File: src/rtl/fp16_add_sched.sv
// Round-robin scheduler that time-shares one combinational fp16 adder between
// NUM_REQ requesters and returns each registered sum tagged with its requester id.
module fp16_add_sched #(
    parameter int NUM_REQ = 4,
    parameter int ID_W    = 2
) (
    input  logic                   clk,
    input  logic                   rst,
    input  logic [NUM_REQ-1:0]     req_valid,
    output logic [NUM_REQ-1:0]     req_ready,
    input  logic [16*NUM_REQ-1:0]  req_a,
    input  logic [16*NUM_REQ-1:0]  req_b,
    input  logic [NUM_REQ-1:0]     req_sub,
    output logic [15:0]            add_in1,
    output logic [15:0]            add_in2,
    input  logic [15:0]            add_result,
    output logic                   rsp_valid,
    input  logic                   rsp_ready,
    output logic [15:0]            rsp_data,
    output logic [ID_W-1:0]        rsp_id,
    output logic [15:0]            op_cnt
);

    logic            rsp_valid_q, rsp_valid_d;
    logic [15:0]     rsp_data_q,  rsp_data_d;
    logic [ID_W-1:0] rsp_id_q,    rsp_id_d;
    logic [15:0]     op_cnt_q,    op_cnt_d;
    logic [ID_W-1:0] rr_ptr_q,    rr_ptr_d;

    logic grant_found;
    int   grant_idx;
    int   cand;
    logic can_issue;
    logic issue;

    // The output register may be refilled in the same edge it is drained.
    assign can_issue = !rsp_valid_q || rsp_ready;
    assign issue     = grant_found && can_issue && !rst;

    // NOTE: every signal written here gets a default first, so no path through
    // the block leaves a value unassigned and no latch is inferred.
    always_comb begin
        grant_found = 1'b0;
        grant_idx   = 0;
        cand        = 0;
        for (int k = 0; k < NUM_REQ; k++) begin
            cand = int'(rr_ptr_q) + k;
            if (cand >= NUM_REQ) begin
                cand = cand - NUM_REQ;
            end
            if (!grant_found && req_valid[cand]) begin
                grant_found = 1'b1;
                grant_idx   = cand;
            end
        end
    end

    always_comb begin
        req_ready = '0;
        add_in1   = '0;
        add_in2   = '0;
        if (issue) begin
            req_ready[grant_idx] = 1'b1;
        end
        // Subtraction is addition with B's sign bit inverted.
        if (grant_found) begin
            add_in1 = req_a[grant_idx*16 +: 16];
            add_in2 = {req_b[grant_idx*16 + 15] ^ req_sub[grant_idx],
                       req_b[grant_idx*16 +: 15]};
        end
    end

    always_comb begin
        rsp_valid_d = rsp_valid_q;
        rsp_data_d  = rsp_data_q;
        rsp_id_d    = rsp_id_q;
        rr_ptr_d    = rr_ptr_q;
        op_cnt_d    = op_cnt_q + 16'(rsp_valid_q && rsp_ready);
        if (issue) begin
            rsp_valid_d = 1'b1;
            rsp_data_d  = add_result;
            rsp_id_d    = ID_W'(grant_idx);
            rr_ptr_d    = (grant_idx == NUM_REQ - 1) ? '0 : ID_W'(grant_idx + 1);
        end else if (rsp_valid_q && rsp_ready) begin
            rsp_valid_d = 1'b0;
        end
    end

    // NOTE: state registers use non-blocking assignments so every flop samples
    // the pre-edge value of its neighbours, independent of statement order.
    always_ff @(posedge clk) begin
        if (rst) begin
            rsp_valid_q <= 1'b0;
            rsp_data_q  <= '0;
            rsp_id_q    <= '0;
            op_cnt_q    <= '0;
            rr_ptr_q    <= '0;
        end else begin
            rsp_valid_q <= rsp_valid_d;
            rsp_data_q  <= rsp_data_d;
            rsp_id_q    <= rsp_id_d;
            op_cnt_q    <= op_cnt_d;
            rr_ptr_q    <= rr_ptr_d;
        end
    end

    assign rsp_valid = rsp_valid_q;
    assign rsp_data  = rsp_data_q;
    assign rsp_id    = rsp_id_q;
    assign op_cnt    = op_cnt_q;

endmodule

File: config.mk
export PLATFORM = sky130hd
export DESIGN_NAME = fp16_add_sched
export DESIGN_NICKNAME = d
export VERILOG_FILES = /design/src/rtl/fp16_add_sched.sv
export SDC_FILE = /design/constraint.sdc
export NUM_CORES = 1
export LEC_CHECK = 0
export CAP_MARGIN = 20
export CORE_UTILIZATION = 33
export DETAILED_ROUTE_END_ITERATION = 7
export PLACE_DENSITY_LB_ADDON = 0.12
export SLEW_MARGIN = 25
export SYNTH_ARGS = -nofsm -noshare
export SYNTH_HDL_FRONTEND = slang
export SYNTH_SLANG_ARGS = --single-unit
File: constraint.sdc
create_clock -name clk -period 3.3 [get_ports clk]
set_input_delay 0.66 -clock clk [delete_from_list [all_inputs] [get_ports clk]]
set_output_delay 0.66 -clock clk [all_outputs]
set_load 0.005 [all_outputs]
==> results.py <==
metrics = {
    "status": {
        "outcome": "complete, but fails checks",
        "violations": "negative setup slack",
    },
    "timing": {
        "finalCritPeriodShare": 1.034,
        "finalMaxSlewViolations": 0,
        "min_period_ns": 3.411,
        "timing.slew.headroom": 0.6695,
        "max_freq_mhz": 293.2,
        "finalHoldViolCount": 0,
        "postLayoutSetupSlackWorst_ns": -0.1112,
        "hold_ws_ns": 0.4782,
        "fin_skew_ns": 0.007980,
        "setup_violations": 21,
        "fin_tns_setup_ns": -0.8539,
        "rsz0062_at_grt": "true",
        "worst_slew_pin_slew_ns": 0.4928,
    },
    "floorplan": {
        "num_rows": 36,
        "ios": 226,
        "dieHeight_um": 103.2,
        "die_x_um": 103.2,
        "die-area_um2": 10650,
        "core_area_um2": 9864,
        "initial_core_util": 0.3426,
    },
    "cells_and_area": {
        "final_nets": 813,
        "n_antenna_cell": 0,
        "layout-drive-gt1-share": 0.3426,
        "final_area_um2": 6775,
        "areaGrowthSynthToFinish_pct": 100.5,
        "fillCellCount": 767,
        "fin_util": 0.6868,
    },
    "logic_synthesis": {
        "synth_top_cell_area_share": 0.2192,
        "ys_ff_latch": 37,
        "synth_compound_area_frac": 0.2151,
        "synth_common_cells": "mux2i_1 (68), dfxtp_1 (37), o22ai_2 (31), nand2_1 (28)",
        "yosysSeqAreaShare": 0.2192,
        "ys.flop_type": "dfxtp_1",
        "syn_nets": 523,
        "synthCells": 357,
        "ys_warn_count": 0,
        "synth_area_leader_cell": "dfxtp_1",
        "synth_xor_area_frac": 0.04406,
        "syn-cell-area_um2": 3379,
        "postSynthAreaPerCell_um2": 9.466,
        "yosysMostFrequentCell": "mux2i_1",
        "synth_area_leaders": "dfxtp_1 (22%), mux2i_1 (20%), o22ai_2 (11%)",
        "synth_top_family_by_area": "multiplexers",
        "synth_simple_gate_area_frac": 0.1673,
        "synth_edf_count": 0,
        "muxShareOfSynthArea": 0.2355,
        "async_flop_share": 0,
        "synthAdderAreaFrac": 0.04073,
        "synth.distinct_cells": 62,
    },
    "place": {
        "postPlaceCellArea_um2": 6001,
        "port_buffers": 225,
        "place.gp.congestion": 0.8970,
        "dp_hpwl_um": 9408,
    },
    "worst_setup_path": {
        "cp_max_fo": 5,
        "end_kind": "output pin",
        "cp.required_ns": 2.64,
        "r2r_end": "rr_ptr_q[0]$_SDFFE_PP0P_",
        "worstSetupStartpointType": "flip-flop",
        "r2r_cells": 13,
        "slowest_delay_ns": 0.53,
        "r2r_setup_slack_ns": 0.71,
        "path_class": "flip-flop to output pin",
        "cp-startpoint": "rr_ptr_q[0]$_SDFFE_PP0P_",
        "cp_slowest_cell": "mux4_2",
        "worstPathArrival_ns": 2.75,
        "cp_cell_sequence": "inv_2 > ha_4 > mux4_2 > nor4bb_4 > a41oi_4 > buf_6 > nand3_4 > buf_8 > buf_6 > buf_6 > o22ai_2 > buf_2",
        "crit_top_cell": "buf_6",
        "r2r-start": "rr_ptr_q[0]$_SDFFE_PP0P_",
    },
    "power": {
        "p_leak_nw": 2.795,
        "cellPowerDensity_nw_per_um2": 617.1,
        "power_w": 0.004181,
        "ir_drop_mv": 0.3594,
    },
    "global_routing": {
        "grt.total_usage": 0.2293,
        "grt_pass1_vias": 3691,
        "antenna_found_initial": 0,
        "grt_max_degree": 38,
        "grt_overflow": 0,
        "grt_pass1_wl_um": 18810,
    },
    "route": {
        "dr.pass1.iters": 4,
        "drt_iter0_markers": 57,
        "vias_per_cell": 4.921,
        "vias": 3843,
        "detail_route.wl_per_cell_um": 17.37,
        "routed_wl_um": 13570,
        "route.detailed.drc": 0,
        "ant_nets": 0,
    },
    "clocking": {
        "cts_buffers": 5,
        "cts_tree": "done",
        "path_clk_slew_ns": 0.07,
        "h-tree-depth": 2,
        "cts-root-buf": "clkbuf_8",
        "cts_hold_buf": 0,
        "clk_latency_ns": 0.29,
        "clk_path_buf_depth": 2,
        "clock-sinks": 37,
    },
    "worst_hold_path": {
        "hold_end": "rsp_data[11]$_SDFFE_PP0P_",
        "worstHoldPathCells": 2,
        "min_path_type": "flip-flop to flip-flop",
        "holdCritStartpoint": "rsp_data[11]$_SDFFE_PP0P_",
    },
    "run": {
        "drv_cap": 0,
    },
}
## metal layers
layer  share of wire  up-vias  global-route usage
met5               0        -                   0
met4           0.017        0             0.05959
met3           0.078       20             0.05645
met2            0.51      144              0.4164
met1            0.40     1796              0.2689
li1                -     1883                   -
## worst max-delay path: cells and delay by family, from the launching register on
kind,cells,cell delay [ns]
mux,1,0.53
flops,1,0.34
simple gates,2,0.28
buf+inv,6,0.71
fa+ha+maj,1,0.29
compound gates,2,0.30
## where the power goes
group          internal (W)  leakage (nW)  total [W]  switching, W
Sequential         0.000482         0.305   0.000502     0.0000195
Combinational       0.00203          2.45    0.00337       0.00135
Clock              0.000146        0.0439   0.000305      0.000159
Total               0.00266          2.80    0.00418       0.00153
## state kept, by name, indices dropped and copies added, names as in the netlist
name,flops
op_cnt,16
rr_ptr_q,2
rsp_id,2
rsp_valid,1
rsp_data,16
## timing repair
action | CTS | global route
endpoints found under the setup margin | 36 | 36
cloned | 8 | 1
resized for setup | 208 | 31
pin swaps | 28 | 8
setup buffers | 31 | 6
## per-stage QoR
| step | instances | setup slack [ns] |
|---|---|---|
| 2_1_floorplan | 357 | 0.04843 |
| 3_3_place_gp | 729 | -0.5668 |
| 3_5_place_dp | 729 | -0.5508 |
| 4_1_cts | 775 | -0.09867 |
| 5_1_grt | 781 | -0.2010 |
| 6_report | 781 | -0.1112 |
## final cells by class
| cell class | count | area [um^2] | share of cell area |
|---|---|---|---|
| multi-input combinational | 284 | 2624 | 0.3873 |
| clock inverter | 3 | 17.52 | 0.002585 |
| tap | 133 | 166.4 | 0.02456 |
| timing repair buffer | 314 | 3137 | 0.4630 |
| sequential | 37 | 743.2 | 0.1097 |
| clock buffer | 5 | 68.82 | 0.01016 |
| inverter | 5 | 18.77 | 0.002770 |
## how the worst max path moves through the flow
stage | to | depth (start not counted)
3_3_place_gp | req_ready[3] | 11
6_report | add_in1[6] | 12
4_1_cts | add_in2[12] | 12
5_1_grt | add_in1[6] | 12
3_5_place_dp | add_in1[12] | 9
2_1_floorplan | req_ready[3] | 12
## cells in the final DEF (no fill, tap or decap), drive strengths merged, types with 2 or more instances in the layout
cell type	synthesis	layout
clkdlybuf4s50	0	185
buf	20	124
mux2i	69	69
dfxtp	37	37
o22ai	33	33
nand2	28	28
o21ai	21	21
nand2b	20	20
nor2	13	13
ha	11	11
xor2	9	9
xnor2	8	8
clkbuf	11	8
and2	8	8
nor2b	6	6
nand3	6	6
nand4	5	5
inv	5	5
nor3b	5	5
a21oi	4	4
mux4	3	3
mux2	3	3
a211o	2	2
and3	2	2
and4	2	2
clkinv	0	2
bufbuf	0	2
a22oi	2	2
o31ai	2	2
o32ai	2	2
a211oi	2	2
## cell families (layout without fill, tap and decap cells)
group,after synthesis,count (layout)
AO/OA/AOI/OAI,78,78
XOR/XNOR,17,17
adder cells (fa/ha/maj),11,11
buffers and inverters,36,327
flip-flops,37,37
multiplexers,75,75
AND/OR/NAND/NOR,103,103
(Power assumes the default switching activity.)
